==> config.mk <==
export PLATFORM = sky130hd
export DESIGN_NAME = mem_arbiter_flat
export DESIGN_NICKNAME = d
export VERILOG_FILES = /design/src/rtl/mem_arbiter_pkg.sv /design/src/rtl/mem_arbiter_if.sv /design/src/rtl/mem_arbiter_rr_picker.sv /design/src/rtl/mem_arbiter.sv /design/src/flat_wrapper.sv
export SDC_FILE = /design/constraint.sdc
export NUM_CORES = 1
export LEC_CHECK = 0
export ABC_AREA = 1
export CAP_MARGIN = 5
export CORE_ASPECT_RATIO = 0.6
export CORE_UTILIZATION = 40
export CTS_CLUSTER_DIAMETER = 200
export DETAILED_ROUTE_END_ITERATION = 12
export GPL_TIMING_DRIVEN = 1
export PLACE_DENSITY = 0.81
export RECOVER_POWER = 50
export SLEW_MARGIN = 10
export SYNTH_ARGS = -nofsm -noshare
export SYNTH_HDL_FRONTEND = slang
export SYNTH_HIERARCHICAL = 1
export SYNTH_SLANG_ARGS = --single-unit
==> constraint.sdc <==
create_clock -name clk -period 4.8 [get_ports clk]
set_input_delay 0.96 -clock clk [delete_from_list [all_inputs] [get_ports clk]]
set_output_delay 0.96 -clock clk [all_outputs]
set_load 0.02 [all_outputs]
==> src/rtl/mem_arbiter_pkg.sv <==
// Shared constants for the memory arbiter: FSM encodings, default bus widths
// and the index-to-one-hot helper used to form grant vectors.
package mem_arb_pkg;

  localparam int AW_DEF  = 10;
  localparam int DW_DEF  = 16;
  localparam int MAX_REQ = 8;

  localparam logic [1:0] ST_IDLE   = 2'd0;
  localparam logic [1:0] ST_ACCESS = 2'd1;
  localparam logic [1:0] ST_RDATA  = 2'd2;

  function automatic logic [MAX_REQ-1:0] idx2oh(input int unsigned idx);
    idx2oh = MAX_REQ'(1) << idx;
  endfunction

endpackage

==> src/rtl/mem_arbiter_if.sv <==
// Requester-side bus of the memory arbiter: flattened per-requester request
// fields in, one-hot grant/read-valid pulses and shared read data out.
interface mem_arbiter_if
  import mem_arb_pkg::*;
#(
  parameter int NUM_REQ = 3,
  parameter int AW      = AW_DEF,
  parameter int DW      = DW_DEF
);

  logic [NUM_REQ-1:0]    req;
  logic [NUM_REQ-1:0]    we;
  logic [NUM_REQ-1:0]    lock;
  logic [NUM_REQ*AW-1:0] addr;
  logic [NUM_REQ*DW-1:0] wdata;
  logic [NUM_REQ-1:0]    gnt;
  logic [NUM_REQ-1:0]    rvalid;
  logic [DW-1:0]         rdata;

  modport master (
    output req, we, lock, addr, wdata,
    input  gnt, rvalid, rdata
  );

  modport slave (
    input  req, we, lock, addr, wdata,
    output gnt, rvalid, rdata
  );

endinterface

==> src/rtl/mem_arbiter_rr_picker.sv <==
// Combinational round-robin picker: first set request at or above ptr_i,
// wrapping from NUM_REQ-1 back to 0.
module rr_picker #(
  parameter int NUM_REQ = 3,
  parameter int IW      = $clog2(NUM_REQ)
) (
  input  logic [NUM_REQ-1:0] req_i,
  input  logic [IW-1:0]      ptr_i,
  output logic [IW-1:0]      winner_o,
  output logic               found_o
);

  always_comb begin
    int          idx;
    logic        hit;
    logic [IW-1:0] win;
    hit = 1'b0;
    win = '0;
    idx = 0;
    for (int k = 0; k < NUM_REQ; k++) begin
      idx = int'(ptr_i) + k;
      if (idx >= NUM_REQ) idx = idx - NUM_REQ;
      if (!hit && req_i[idx]) begin
        hit = 1'b1;
        win = IW'(idx);
      end
    end
    winner_o = win;
    found_o  = hit;
  end

endmodule

==> src/rtl/mem_arbiter.sv <==
// Round-robin arbiter with bounded read-modify-write lock, sharing one
// single-port memory between NUM_REQ requesters (IDLE -> ACCESS [-> RDATA]).
module mem_arbiter
  import mem_arb_pkg::*;
#(
  parameter int NUM_REQ  = 3,
  parameter int AW       = AW_DEF,
  parameter int DW       = DW_DEF,
  parameter int MAX_LOCK = 4
) (
  input  logic          clk,
  input  logic          rst_n,
  mem_arbiter_if.slave  bus,
  output logic [AW-1:0] mem_addr,
  output logic          mem_we,
  output logic          mem_re,
  output logic [DW-1:0] mem_wdata,
  input  logic [DW-1:0] mem_rdata
);

  localparam int IW = $clog2(NUM_REQ);
  localparam int CW = $clog2(MAX_LOCK + 1);

  logic [1:0]         state_q, state_d;
  logic [IW-1:0]      rr_ptr_q, rr_ptr_d;
  logic               owner_vld_q, owner_vld_d;
  logic [IW-1:0]      owner_q, owner_d;
  logic [CW-1:0]      lock_cnt_q, lock_cnt_d;
  logic [NUM_REQ-1:0] gnt_q, gnt_d;
  logic [NUM_REQ-1:0] rvalid_q, rvalid_d;
  logic [AW-1:0]      mem_addr_q, mem_addr_d;
  logic [DW-1:0]      mem_wdata_q, mem_wdata_d;
  logic               mem_we_q, mem_we_d;
  logic               mem_re_q, mem_re_d;

  logic [IW-1:0] rr_winner;
  logic          any_req;
  logic          lock_win;
  logic          limit_hit;
  logic [IW-1:0] sel;

  rr_picker #(.NUM_REQ(NUM_REQ), .IW(IW)) u_picker (
    .req_i    (bus.req),
    .ptr_i    (rr_ptr_q),
    .winner_o (rr_winner),
    .found_o  (any_req)
  );

  // An exhausted lock (cnt == MAX_LOCK) forces one plain round-robin decision.
  assign lock_win  = owner_vld_q && bus.req[owner_q] && (lock_cnt_q < CW'(MAX_LOCK));
  assign limit_hit = owner_vld_q && (lock_cnt_q >= CW'(MAX_LOCK));
  assign sel       = lock_win ? owner_q : rr_winner;

  always_comb begin
    // NOTE: every signal gets a default before the case so no path leaves it
    // unassigned; that is what keeps this block free of inferred latches.
    state_d     = state_q;
    rr_ptr_d    = rr_ptr_q;
    owner_vld_d = owner_vld_q;
    owner_d     = owner_q;
    lock_cnt_d  = lock_cnt_q;
    gnt_d       = '0;
    rvalid_d    = '0;
    mem_addr_d  = mem_addr_q;
    mem_wdata_d = mem_wdata_q;
    mem_we_d    = 1'b0;
    mem_re_d    = 1'b0;

    case (state_q)
      ST_IDLE: begin
        if (owner_vld_q && !bus.req[owner_q]) begin
          owner_vld_d = 1'b0;
          lock_cnt_d  = '0;
        end
        if (any_req) begin
          state_d     = ST_ACCESS;
          gnt_d       = NUM_REQ'(idx2oh(32'(sel)));
          mem_addr_d  = bus.addr[sel*AW +: AW];
          mem_wdata_d = bus.wdata[sel*DW +: DW];
          mem_we_d    = bus.we[sel];
          mem_re_d    = !bus.we[sel];
          rr_ptr_d    = (sel == IW'(NUM_REQ - 1)) ? '0 : sel + IW'(1);
          if (bus.lock[sel] && !limit_hit) begin
            owner_vld_d = 1'b1;
            owner_d     = sel;
            lock_cnt_d  = (owner_vld_q && owner_q == sel) ? lock_cnt_q + CW'(1) : CW'(1);
          end else begin
            owner_vld_d = 1'b0;
            lock_cnt_d  = '0;
          end
        end
      end
      ST_ACCESS: begin
        if (mem_we_q) begin
          state_d = ST_IDLE;
        end else begin
          state_d  = ST_RDATA;
          rvalid_d = gnt_q;
        end
      end
      ST_RDATA: state_d = ST_IDLE;
      default:  state_d = ST_IDLE;
    endcase
  end

  // NOTE: state registers use non-blocking assignments so every flop samples
  // the pre-edge value of the others, independent of statement order.
  always_ff @(posedge clk or negedge rst_n) begin
    if (!rst_n) begin
      state_q     <= ST_IDLE;
      rr_ptr_q    <= '0;
      owner_vld_q <= 1'b0;
      owner_q     <= '0;
      lock_cnt_q  <= '0;
      gnt_q       <= '0;
      rvalid_q    <= '0;
      mem_addr_q  <= '0;
      mem_wdata_q <= '0;
      mem_we_q    <= 1'b0;
      mem_re_q    <= 1'b0;
    end else begin
      state_q     <= state_d;
      rr_ptr_q    <= rr_ptr_d;
      owner_vld_q <= owner_vld_d;
      owner_q     <= owner_d;
      lock_cnt_q  <= lock_cnt_d;
      gnt_q       <= gnt_d;
      rvalid_q    <= rvalid_d;
      mem_addr_q  <= mem_addr_d;
      mem_wdata_q <= mem_wdata_d;
      mem_we_q    <= mem_we_d;
      mem_re_q    <= mem_re_d;
    end
  end

  assign bus.gnt    = gnt_q;
  assign bus.rvalid = rvalid_q;
  assign bus.rdata  = (|rvalid_q) ? mem_rdata : '0;

  assign mem_addr  = mem_addr_q;
  assign mem_wdata = mem_wdata_q;
  assign mem_we    = mem_we_q;
  assign mem_re    = mem_re_q;

endmodule

==> src/flat_wrapper.sv <==
// flat-port wrapper written by rule: the top's interface ports become plain ports
module mem_arbiter_flat import mem_arb_pkg::*;
#(
  parameter int NUM_REQ  = 3,
  parameter int AW       = AW_DEF,
  parameter int DW       = DW_DEF,
  parameter int MAX_LOCK = 4
)
  (clk, rst_n, mem_addr, mem_we, mem_re, mem_wdata, mem_rdata, bus_req, bus_we, bus_lock, bus_addr, bus_wdata, bus_gnt, bus_rvalid, bus_rdata);
  mem_arbiter_if #(.NUM_REQ(NUM_REQ), .AW(AW), .DW(DW)) bus_i ();
  input  logic clk;
  input  logic rst_n;
  output logic [AW-1:0] mem_addr;
  output logic mem_we;
  output logic mem_re;
  output logic [DW-1:0] mem_wdata;
  input  logic [DW-1:0] mem_rdata;
  input wire logic [$bits(bus_i.req)-1:0] bus_req;
  input wire logic [$bits(bus_i.we)-1:0] bus_we;
  input wire logic [$bits(bus_i.lock)-1:0] bus_lock;
  input wire logic [$bits(bus_i.addr)-1:0] bus_addr;
  input wire logic [$bits(bus_i.wdata)-1:0] bus_wdata;
  output wire logic [$bits(bus_i.gnt)-1:0] bus_gnt;
  output wire logic [$bits(bus_i.rvalid)-1:0] bus_rvalid;
  output wire logic [$bits(bus_i.rdata)-1:0] bus_rdata;
  assign bus_i.req = bus_req;
  assign bus_i.we = bus_we;
  assign bus_i.lock = bus_lock;
  assign bus_i.addr = bus_addr;
  assign bus_i.wdata = bus_wdata;
  assign bus_gnt = bus_i.gnt;
  assign bus_rvalid = bus_i.rvalid;
  assign bus_rdata = bus_i.rdata;
  mem_arbiter #(.NUM_REQ(NUM_REQ), .AW(AW), .DW(DW), .MAX_LOCK(MAX_LOCK)) u_core (.clk(clk), .rst_n(rst_n), .bus(bus_i), .mem_addr(mem_addr), .mem_we(mem_we), .mem_re(mem_re), .mem_wdata(mem_wdata), .mem_rdata(mem_rdata));
endmodule
==> flow_metrics.py, run 1 <==
metrics = {
    "clock_network": {
        "clock_insertion_delay_worst_skew_ns": 0.28,
        "tritoncts": "done",
        "ctsHtreeMaxLevel": 2,
        "hold_buffers_post_cts": 0,
        "clkSinkCount": 44,
        "cts_resized": 0,
        "max-clock-path-buffers": 2,
        "tritoncts.num_buffers": 5,
        "cts.reportedPaths.clkPinSlew_ns": 0.06,
        "clockRootBuffer": "sky130_fd_sc_hd__clkbuf_16",
        "post_cts.repair.setup_buffers": 0,
    },
    "placement": {
        "gp_congestion": 0.930,
        "io_buffer_count": 154,
        "place_inst": 653,
        "hpwl_um": 6590,
        "detailedPlace.worstSlack_ns": 1.08,
    },
    "sta": {
        "setup-violations-final": 0,
        "final_worst_setup_slack_ns": 1.33,
        "layout_worst_path_cycle_share_pct": 72.3,
        "slew-limit-headroom_pct": -51.3,
        "final.setup_skew_ns": 0.00453,
        "timing_limited_maximum_frequency_mhz": 288,
        "unrepaired_setup_endpoints_after_global_routing": "false",
        "worst_slew_pin_slew_ns": 2.27,
        "timing_max_transition_violations_final": 45,
        "final.setup.tns_ns": 0,
        "final.min_clock_period_ns": 3.47,
        "timing_hold_violations_final": 0,
    },
    "worst_setup_path": {
        "worstSetupPathType": "input pin to flop",
        "timing.reg2reg.setup_slack_ns": 1.72,
        "cp_data_required_time_ns": 5.02,
        "r2r_end": "u_core/mem_wdata[2]",
        "reg_to_reg_startpoint": "u_core/rr_ptr_q[0]",
        "worst_setup_path_startpoint": "bus_req[2]",
        "count_of_cells_along_the_worst_register_to_register_path": 17,
        "cp-endpoint": "u_core/mem_wdata[2]",
        "worstSetupStartpointType": "input pin",
        "critical_path.endpoint_type": "flop",
        "data_arrival_time_of_the_critical_path_ns": 3.69,
        "path_max_fanout": 24,
    },
    "floorplanning": {
        "fp.dieArea_mm2": 0.00739,
        "floorplan.rows": 23,
        "initial_utilization_pct": 41.8,
        "coreArea_mm2": 0.00673,
        "floorplan.io_pins": 155,
        "die_height_um": 67.0,
        "die_width_um": 110,
    },
    "logic_synthesis": {
        "syn_avg_cell_area_um2": 6.64,
        "post_synth_main_area_contributors": "sky130_fd_sc_hd__dfrtp_1 (39%), sky130_fd_sc_hd__nand2_1 (18%), sky130_fd_sc_hd__nor2_1 (11%)",
        "synth_simple_gate_area_share_pct": 47.7,
        "count_of_cell_types_in_the_netlist": 31,
        "synthesis.area_mm2": 0.00282,
        "synth_edf_count": 0,
        "async_flop_share_pct": 100,
        "synth-seq-cells": 44,
        "synth_warnings": 6,
        "gate_count_of_the_mapped_netlist": 424,
        "synth-xor-area-share_pct": 0.311,
        "synth_top_family_by_area": "simple AND/OR/NAND/NOR gates",
        "sequential_fraction_of_the_synthesis_area_pct": 39.1,
        "postSynth.topFlopCell": "sky130_fd_sc_hd__dfrtp_1",
        "post-synth-top-area-cell": "sky130_fd_sc_hd__dfrtp_1",
        "synth.net_count": 533,
        "synthAdderAreaFrac_pct": 1.78,
        "synth_top_cell_area_share_pct": 39.1,
        "muxShareOfSynthArea_pct": 0,
        "compound_cell_area_share_of_the_yosys_netlist_pct": 2.89,
    },
    "power_and_ir_drop": {
        "share_comb_of_total_power_pct": 67.4,
        "internal_dissipation_mw": 1.61,
        "power.static_leakage_nw": 2.18,
        "netSwitchingPower_mw": 1.64,
        "power.clock.fraction_pct": 12.3,
        "power_mw": 3.24,
        "power.ir.vdd_worst_uv": 366,
        "share_seq_of_total_power_pct": 20.3,
        "switching_fraction_pct": 50.5,
        "power-per-cell-area_mw_per_mm2": 708,
    },
    "status": {
        "run_status": "finished, violations left",
        "failing_checks": "max-capacitance violations, max-slew violations",
    },
    "finish": {
        "post_layout_nonfiller_instances": 661,
        "syn_to_final_growth_pct": 62.8,
        "most_common_library_cell_in_the_layout_ignoring_fill_and_taps": "sky130_fd_sc_hd__nand2_1",
        "drive_gt1_share_pct": 5.05,
        "nets_finish": 682,
        "antenna_fix_cells": 0,
        "most-common-layout-cells": "sky130_fd_sc_hd__nand2_1 (135), sky130_fd_sc_hd__clkdlybuf4s50_1 (132), sky130_fd_sc_hd__nor2_1 (82), sky130_fd_sc_hd__nand3_1 (59), sky130_fd_sc_hd__dfrtp_1 (44)",
    },
    "detailed_routing": {
        "ant_nets": 0,
        "initialDrtViolationCount": 171,
        "detail_route.vias_per_cell": 4.89,
        "drt-pass1-iter-count": 5,
        "drt_wl_cell_um": 12.8,
        "via_count": 3229,
        "wl_um": 8480,
        "drc": 0,
    },
    "grt": {
        "grt_first_pass_wirelength_um": 13000,
        "grt.overflow.total": 0,
        "via_count_of_the_first_global_routing_pass": 2817,
        "groute.usage.overall_pct": 23.2,
        "grt_antenna_before_repair": 0,
        "grt_start_max_net_pins": 45,
    },
    "job": {
        "drv_cap": 1,
    },
    "worst_hold_path": {
        "worstHoldPathType": "flop to flop",
    },
}
## cell usage after synthesis (2+ instances only)
cell type,count
sky130_fd_sc_hd__inv_1,35
sky130_fd_sc_hd__nand3_1,59
sky130_fd_sc_hd__nor3b_1,3
sky130_fd_sc_hd__nand2_1,135
sky130_fd_sc_hd__nor3_1,3
sky130_fd_sc_hd__inv_2,5
sky130_fd_sc_hd__nand4_1,13
sky130_fd_sc_hd__dfrtp_1,44
sky130_fd_sc_hd__buf_4,2
sky130_fd_sc_hd__buf_2,9
sky130_fd_sc_hd__nand2_2,4
sky130_fd_sc_hd__nor2_1,82
sky130_fd_sc_hd__ha_1,4
sky130_fd_sc_hd__o21ai_0,4
sky130_fd_sc_hd__clkbuf_1,4
sky130_fd_sc_hd__a21oi_1,2
sky130_fd_sc_hd__nor2_2,2
## routing by layer
| layer | routed length [um] | vias up | GRT usage, % | share of wire [%] |
|---|---|---|---|---|
| met1 | 3750 | 1445 | 30.6 | 44 |
| met5 | 0 | - | 0 | 0 |
| met2 | 3850 | 142 | 38.3 | 45 |
| met4 | 64 | 0 | 5.10 | 0.75 |
| met3 | 822 | 6 | 5.58 | 9.7 |
| li1 | - | 1636 | - | - |
## layout make-up
cell class | instances | area [um^2]
Clock inverter | 2 | 38.8
Sequential cell | 44 | 1100
Fill cell | 587 | 2150
Clock buffer | 6 | 139
Inverter | 41 | 156
Timing Repair Buffer | 157 | 1560
Tap cell | 87 | 109
Multi-Input combinational cell | 324 | 1480
## cells by family (layout without fill, tap and decap cells)
logic type	count (synthesis)	after routing
XOR/XNOR	1	1
AND/OR/NAND/NOR	307	307
flip-flops	44	44
adder cells (fa/ha/maj)	4	4
buffers and inverters	56	206
AO/OA/AOI/OAI	12	12
## flip-flops by register name (all words and copies together), names as in the netlist
register            count
u_core/mem_wdata       16
u_core/mem_we           1
u_core/owner_vld_q      1
u_core/rr_ptr_q         2
u_core/bus.gnt          3
u_core/owner_q          2
u_core/lock_cnt_q       3
u_core/state_q          2
u_core/mem_addr        10
u_core/bus.rvalid       3
u_core/mem_re           1
## worst max-delay path, cell delays in order
cell and delay (ns):
sky130_fd_sc_hd__clkdlybuf4s50_1 0.52, sky130_fd_sc_hd__inv_1 0.09, sky130_fd_sc_hd__o21ai_0 0.19, sky130_fd_sc_hd__nand2_2 0.08
sky130_fd_sc_hd__nand2_1 0.08, sky130_fd_sc_hd__inv_1 0.05, sky130_fd_sc_hd__nand3_1 0.06, sky130_fd_sc_hd__nand2_1 0.09
sky130_fd_sc_hd__inv_1 0.09, sky130_fd_sc_hd__nand2_2 0.07, sky130_fd_sc_hd__nand2_2 0.41, sky130_fd_sc_hd__inv_4 0.24
sky130_fd_sc_hd__nor3_2 0.51, sky130_fd_sc_hd__nand2_1 0.12, sky130_fd_sc_hd__nand4_1 0.10
## worst min-delay path by stage
stage               slack (ns)  cells after the start                    to                 start
floorplan                 0.45                      2  u_core/lock_cnt_q[1]  u_core/lock_cnt_q[1]
finish                    0.50                      2  u_core/lock_cnt_q[1]  u_core/lock_cnt_q[1]
detailed placement        0.48                      2  u_core/lock_cnt_q[1]  u_core/lock_cnt_q[1]
global placement          0.47                      2  u_core/lock_cnt_q[1]  u_core/lock_cnt_q[1]
global route              0.54                      2  u_core/lock_cnt_q[0]  u_core/lock_cnt_q[0]
CTS                       0.50                      2  u_core/lock_cnt_q[1]  u_core/lock_cnt_q[1]
## stage by stage
| step | cell area [um^2] | util (%) | hold WS [ns] |
|---|---|---|---|
| floorplan | 2820 | - | 0.454 |
| global placement | 4410 | 65.5 | 0.472 |
| detailed placement | 4410 | 65.5 | 0.478 |
| CTS | 4590 | 68.1 | 0.497 |
| global route | 4580 | 68.1 | 0.535 |
| finish | 4580 | 68.1 | 0.495 |
## power by group through the flow
| stage | combinational, mW | clock (mW) | sequential, mW |
|---|---|---|---|
| final | 2.19 | 0.399 | 0.658 |
| after global routing | 2.45 | 0.424 | 0.681 |
| after CTS | 2.21 | 0.406 | 0.663 |
| after detailed placement | 2.21 | 0 | 0.667 |
| after global placement | 2.16 | 0 | 0.663 |
| after floorplan | 1.39 | 0 | 0.803 |
Power figures use the tool's default switching activity.
==> inputs of run 2 (changes only) <==
CORE_UTILIZATION = 39   (was 40)
PLACE_DENSITY = 0.79   (was 0.81)
clock period = 3.2 ns   (was 4.8 ns; I/O delays follow)
==> run 2 against run 1 <==
Net effect:
- the flow finishes with violations (design-rule violations, max-capacitance violations, max-slew violations)
- via count up 1.9%
- non-clock buffer count is 4 higher
- combinational power grew 53%
- count of clock-buffer cells in the layout rose by 1
- critical path depth rose by 2
- largest cell class unchanged
==> flow_metrics.py, run 2 (synthesis gave the netlist of run 1 again) <==
metrics = {
    "clock_network": {
        "cts.reportedPaths.clkPinSlew_ns": 0.06,
        "post_cts.repair.setup_buffers": 0,
        "tritoncts": "done",
        "clock_insertion_delay_worst_skew_ns": 0.28,
        "clockRootBuffer": "sky130_fd_sc_hd__clkbuf_16",
        "hold_buffers_post_cts": 0,
        "cts_resized": 0,
        "ctsHtreeMaxLevel": 2,
        "tritoncts.num_buffers": 5,
        "clkSinkCount": 44,
        "max-clock-path-buffers": 2,
    },
    "floorplanning": {
        "initial_utilization_pct": 41.3,
        "coreArea_mm2": 0.00682,
        "floorplan.io_pins": 155,
        "die_height_um": 67.8,
        "die_width_um": 112,
        "fp.dieArea_mm2": 0.00757,
        "floorplan.rows": 23,
    },
    "detailed_routing": {
        "detail_route.vias_per_cell": 4.95,
        "drt-pass1-iter-count": 11,
        "ant_nets": 0,
        "initialDrtViolationCount": 281,
        "drt_wl_cell_um": 13.0,
        "drc": 12,
        "via_count": 3291,
        "wl_um": 8640,
    },
    "sta": {
        "fin_hold_ws_ns": 0.507,
        "setup-violations-final": 0,
        "final_worst_setup_slack_ns": 0.353,
        "final.setup.tns_ns": 0,
        "layout_worst_path_cycle_share_pct": 89.0,
        "slew-limit-headroom_pct": -58.1,
        "final.setup_skew_ns": 0.00698,
        "unrepaired_setup_endpoints_after_global_routing": "false",
        "timing_hold_violations_final": 0,
        "final.min_clock_period_ns": 2.85,
        "timing_max_transition_violations_final": 45,
        "timing_limited_maximum_frequency_mhz": 351,
        "worst_slew_pin_slew_ns": 2.37,
    },
    "placement": {
        "gp_congestion": 0.955,
        "detailedPlace.worstSlack_ns": 0.118,
        "dpl_cell_area_mm2": 0.00444,
        "io_buffer_count": 154,
        "hpwl_um": 6740,
        "place_inst": 657,
    },
    "grt": {
        "groute.usage.overall_pct": 22.6,
        "grt_busiest_layer": "met2",
        "grt.met3_usage_pct": 7.44,
        "grt_antenna_before_repair": 0,
        "gr-usage-met2_pct": 37.2,
        "grt_first_pass_wirelength_um": 13400,
        "grt_use_met1_pct": 28.9,
        "via_count_of_the_first_global_routing_pass": 2901,
        "grt_start_max_net_pins": 45,
        "grt.overflow.total": 0,
    },
    "power_and_ir_drop": {
        "netSwitchingPower_mw": 2.48,
        "switching_fraction_pct": 51.0,
        "internal_dissipation_mw": 2.38,
        "share_comb_of_total_power_pct": 69.0,
        "power.clock.fraction_pct": 10.7,
        "power_mw": 4.85,
        "power-per-cell-area_mw_per_mm2": 1060,
        "share_seq_of_total_power_pct": 20.4,
        "power.static_leakage_nw": 2.19,
        "power.ir.vdd_worst_uv": 580,
    },
    "status": {
        "run_status": "finished, violations left",
        "failing_checks": "design-rule violations, max-capacitance violations, max-slew violations",
    },
    "finish": {
        "most_common_library_cell_in_the_layout_ignoring_fill_and_taps": "sky130_fd_sc_hd__nand2_1",
        "drive_gt1_share_pct": 5.54,
        "syn_to_final_growth_pct": 62.9,
        "most-common-layout-cells": "sky130_fd_sc_hd__nand2_1 (135), sky130_fd_sc_hd__clkdlybuf4s50_1 (132), sky130_fd_sc_hd__nor2_1 (82), sky130_fd_sc_hd__nand3_1 (59), sky130_fd_sc_hd__dfrtp_1 (44)",
        "nets_finish": 686,
        "fillers": 580,
        "postLayoutCoreUtil_pct": 67.3,
        "post_layout_nonfiller_instances": 665,
        "final_cell_area_mm2": 0.00459,
        "antenna_fix_cells": 0,
        "number_of_flip_flops_in_the_largest_register": 16,
    },
    "worst_setup_path": {
        "worst_setup_path_startpoint": "bus_req[2]",
        "critical_path.endpoint_type": "flop",
        "cp_data_required_time_ns": 3.37,
        "worstSetupPathType": "input pin to flop",
        "worstSetupStartpointType": "input pin",
        "reg_to_reg_startpoint": "u_core/rr_ptr_q[0]",
        "count_of_cells_along_the_worst_register_to_register_path": 18,
        "data_arrival_time_of_the_critical_path_ns": 3.02,
        "path_max_fanout": 23,
    },
    "worst_hold_path": {
        "worstHoldPathType": "flop to flop",
        "hold_path_startpoint": "u_core/mem_wdata[14]",
        "hold_depth": 2,
    },
    "job": {
        "drv_cap": 1,
    },
}
==> run 2: cell types whose count changed in the layout (fill, tap and decap cells not counted) <==
cell and change:
sky130_fd_sc_hd__bufinv_16 -1, sky130_fd_sc_hd__clkinv_4 -1, sky130_fd_sc_hd__buf_4 +4, sky130_fd_sc_hd__clkbuf_1 +1
sky130_fd_sc_hd__clkinvlp_4 +1
==> run 2: cell type report <==
class,instances,area [um^2],share of cell area [%]
Multi-Input combinational cell,324,1480,32.3
Clock buffer,7,143,3.11
Timing Repair Buffer,161,1590,34.6
Sequential cell,44,1100,24.0
Tap cell,87,109,2.37
Clock inverter,1,7.51,0.164
Inverter,41,156,3.41
==> run 2: metal layers <==
metal | part of all wire, % | wire (um) | vias up
li1 | - | - | 1643
met1 | 42 | 3660 | 1461
met2 | 45 | 3870 | 178
met3 | 12 | 1060 | 9
met4 | 0.72 | 62 | 0
met5 | 0 | 0 | -
==> run 2: worst max-delay path, cell delays in order <==
cell                              delay [ns]
sky130_fd_sc_hd__clkdlybuf4s50_1        0.54
sky130_fd_sc_hd__inv_1                  0.10
sky130_fd_sc_hd__o21ai_0                0.23
sky130_fd_sc_hd__nand2_2                0.09
sky130_fd_sc_hd__nand2_1                0.08
sky130_fd_sc_hd__inv_1                  0.05
sky130_fd_sc_hd__nand3_1                0.06
sky130_fd_sc_hd__nand2_1                0.09
sky130_fd_sc_hd__inv_1                  0.10
sky130_fd_sc_hd__nand2_2                0.07
sky130_fd_sc_hd__nand2_2                0.09
sky130_fd_sc_hd__buf_4                  0.27
sky130_fd_sc_hd__nand3_1                0.13
sky130_fd_sc_hd__nand2_2                0.17
sky130_fd_sc_hd__nand3_1                0.15
sky130_fd_sc_hd__nand2_1                0.10
sky130_fd_sc_hd__nand2_1                0.05
==> run 2: power by group through the flow <==
stage                     logic (mW)  clock network, mW  registers, mW
after floorplan                 2.08                  0           1.21
after global placement          3.28                  0          0.992
after detailed placement        3.39                  0          0.998
after CTS                       3.39              0.524          0.995
after global routing            3.72              0.551           1.02
final                           3.35              0.518          0.988
==> run 2: final timing paths <==
| check | endpoint | slack (ns) |
|---|---|---|
| hold / removal | u_core/mem_wdata[14] | 0.51 |
| hold reg to reg | u_core/mem_wdata[14] | 0.51 |
| max in group asynchronous | u_core/bus.gnt[1] | 0.78 |
| setup reg to reg | u_core/mem_wdata[14] | 0.50 |
| setup / recovery | u_core/owner_q[1] | 0.35 |
| min in group asynchronous | u_core/mem_wdata[15] | 1.06 |
==> inputs of run 3 (changes only) <==
GPL_TIMING_DRIVEN = 0   (was 1)
==> run 3 against run 2 <==
Net effect:
- the flow still finishes with violations (design-rule violations, max-capacitance violations, max-slew violations)
- die area unchanged
- register-to-register slack better by 0.05 ns
- utilization up 0.39 points
- sequential cell count unchanged
- critical path depth down 13
- sequential share of layout area down 0.14 points
- fmax down 2.2%
- total power up 2.3%
- combinational power up 4%
- cell count up 1.4%
- largest power group unchanged
- highest routed layer unchanged
==> flow_metrics.py, run 3 (synthesis gave the netlist of run 1 again) <==
metrics = {
    "grt": {
        "grt.overflow.total": 0,
        "groute.usage.overall_pct": 23.9,
        "grt_start_max_net_pins": 31,
        "grt_first_pass_wirelength_um": 14100,
        "grt_antenna_before_repair": 0,
        "via_count_of_the_first_global_routing_pass": 3080,
    },
    "clock_network": {
        "ctsHtreeMaxLevel": 2,
        "max-clock-path-buffers": 2,
        "tritoncts.num_buffers": 5,
        "clkSinkCount": 44,
        "clockRootBuffer": "sky130_fd_sc_hd__clkbuf_16",
        "clock_insertion_delay_worst_skew_ns": 0.28,
        "hold_buffers_post_cts": 0,
        "tritoncts": "done",
        "post_cts.repair.setup_buffers": 0,
        "cts.reportedPaths.clkPinSlew_ns": 0.06,
        "cts_resized": 0,
    },
    "detailed_routing": {
        "ant_nets": 0,
        "initialDrtViolationCount": 206,
        "drt_wl_cell_um": 13.2,
        "wl_um": 8920,
        "drc": 12,
        "detail_route.vias_per_cell": 5.01,
        "drt-pass1-iter-count": 9,
        "via_count": 3376,
    },
    "finish": {
        "nets_finish": 695,
        "antenna_fix_cells": 0,
        "register_area_mm2": 0.00110,
        "drive_gt1_share_pct": 6.13,
        "number_of_flip_flops_in_the_largest_register": 16,
        "most_common_library_cell_in_the_layout_ignoring_fill_and_taps": "sky130_fd_sc_hd__nand2_1",
        "fillers": 582,
        "post_layout_nonfiller_instances": 674,
        "most-common-layout-cells": "sky130_fd_sc_hd__nand2_1 (135), sky130_fd_sc_hd__clkdlybuf4s50_1 (132), sky130_fd_sc_hd__nor2_1 (82), sky130_fd_sc_hd__nand3_1 (59), sky130_fd_sc_hd__dfrtp_1 (44)",
        "syn_to_final_growth_pct": 63.9,
        "multi_input_combinational_cell_area_mm2": 0.00148,
    },
    "status": {
        "run_status": "finished, violations left",
        "failing_checks": "design-rule violations, max-capacitance violations, max-slew violations",
    },
    "worst_setup_path": {
        "count_of_cells_along_the_worst_register_to_register_path": 14,
        "path_max_fanout": 10,
        "worstSetupStartpointType": "flop",
        "worstSetupPathType": "flop to primary output",
        "data_arrival_time_of_the_critical_path_ns": 2.27,
        "critical_path.endpoint_type": "primary output",
        "cp_data_required_time_ns": 2.56,
    },
    "sta": {
        "final.setup.tns_ns": 0,
        "final.min_clock_period_ns": 2.91,
        "timing_limited_maximum_frequency_mhz": 343,
        "layout_worst_path_cycle_share_pct": 91.0,
        "worst_slew_pin_slew_ns": 1.70,
        "timing_max_transition_violations_final": 31,
        "final.setup_skew_ns": 0.00467,
        "timing_hold_violations_final": 0,
        "slew-limit-headroom_pct": -13.5,
        "setup-violations-final": 0,
        "unrepaired_setup_endpoints_after_global_routing": "false",
    },
    "floorplanning": {
        "coreArea_mm2": 0.00682,
        "initial_utilization_pct": 41.3,
        "floorplan.rows": 23,
        "die_height_um": 67.8,
        "floorplan.io_pins": 155,
        "fp.dieArea_mm2": 0.00757,
        "die_width_um": 112,
    },
    "job": {
        "drv_cap": 1,
    },
    "placement": {
        "place_inst": 666,
        "io_buffer_count": 154,
        "gp_congestion": 0.897,
        "hpwl_um": 7170,
    },
    "power_and_ir_drop": {
        "power.ir.vdd_worst_uv": 595,
        "power-per-cell-area_mw_per_mm2": 1080,
        "power.static_leakage_nw": 2.21,
    },
    "worst_hold_path": {
        "worstHoldPathType": "input pin to async pin",
    },
}
-- run 3: path summary, 6_finish.rpt --
path                                        end                 start  slack (ns)
setup / recovery                  bus_rdata[11]  u_core/bus.rvalid[1]        0.29
hold / removal             u_core/mem_wdata[15]                 rst_n        0.42
setup reg to reg           u_core/mem_wdata[13]    u_core/rr_ptr_q[0]        0.55
hold reg to reg            u_core/lock_cnt_q[1]  u_core/lock_cnt_q[1]        0.50
max in group asynchronous    u_core/rr_ptr_q[0]                 rst_n        0.74
min in group clk           u_core/lock_cnt_q[1]  u_core/lock_cnt_q[1]        0.50
-- run 3: per-layer routing --
metal / GRT usage (%) / vias up / share of wire, %
met5: 0 / - / 0
met1: 28.6 / 1531 / 42
met4: 6.59 / 0 / 1.1
li1: - / 1668 / -
met2: 42.4 / 167 / 46
met3: 7.53 / 10 / 11
-- run 3: through the flow --
| stage | power (mW) | worst slack, ns | area (um^2) | util [%] | hold WS (ns) |
|---|---|---|---|---|---|
| finish | 4.96 | 0.288 | 4610 | 67.6 | 0.420 |
| global route | 5.43 | 0.0672 | 4610 | 67.6 | 0.464 |
| CTS | 5.02 | 0.253 | 4630 | 67.9 | 0.276 |
| detailed placement | 4.49 | 0.208 | 4480 | 65.7 | 0.478 |
| global placement | 4.38 | 0.253 | 4470 | 65.5 | 0.472 |
| floorplan | 3.28 | 1.06 | 2820 | - | 0.344 |
-- run 3: layout make-up --
type,instances,area share [%]
Clock buffer,7,3.09
Timing Repair Buffer,155,33.4
Sequential cell,44,23.9
Inverter,41,3.39
Multi-Input combinational cell,324,32.1
Buffer,15,1.63
Clock inverter,1,0.163
Tap cell,87,2.36
-- run 3: worst max-delay path, cell delays in order (launching register included) --
cell                              delay (ns)
sky130_fd_sc_hd__dfrtp_1                0.37
sky130_fd_sc_hd__nor3_1                 0.57
sky130_fd_sc_hd__clkbuf_1               0.41
sky130_fd_sc_hd__nor2_1                 0.08
sky130_fd_sc_hd__clkdlybuf4s50_1        0.55
-- run 3: report_power, final --
group / total [mW] / switching, mW / internal (mW)
sequential: 0.987 / 0.157 / 0.829
clock: 0.512 / 0.201 / 0.311
combinational: 3.47 / 2.19 / 1.27
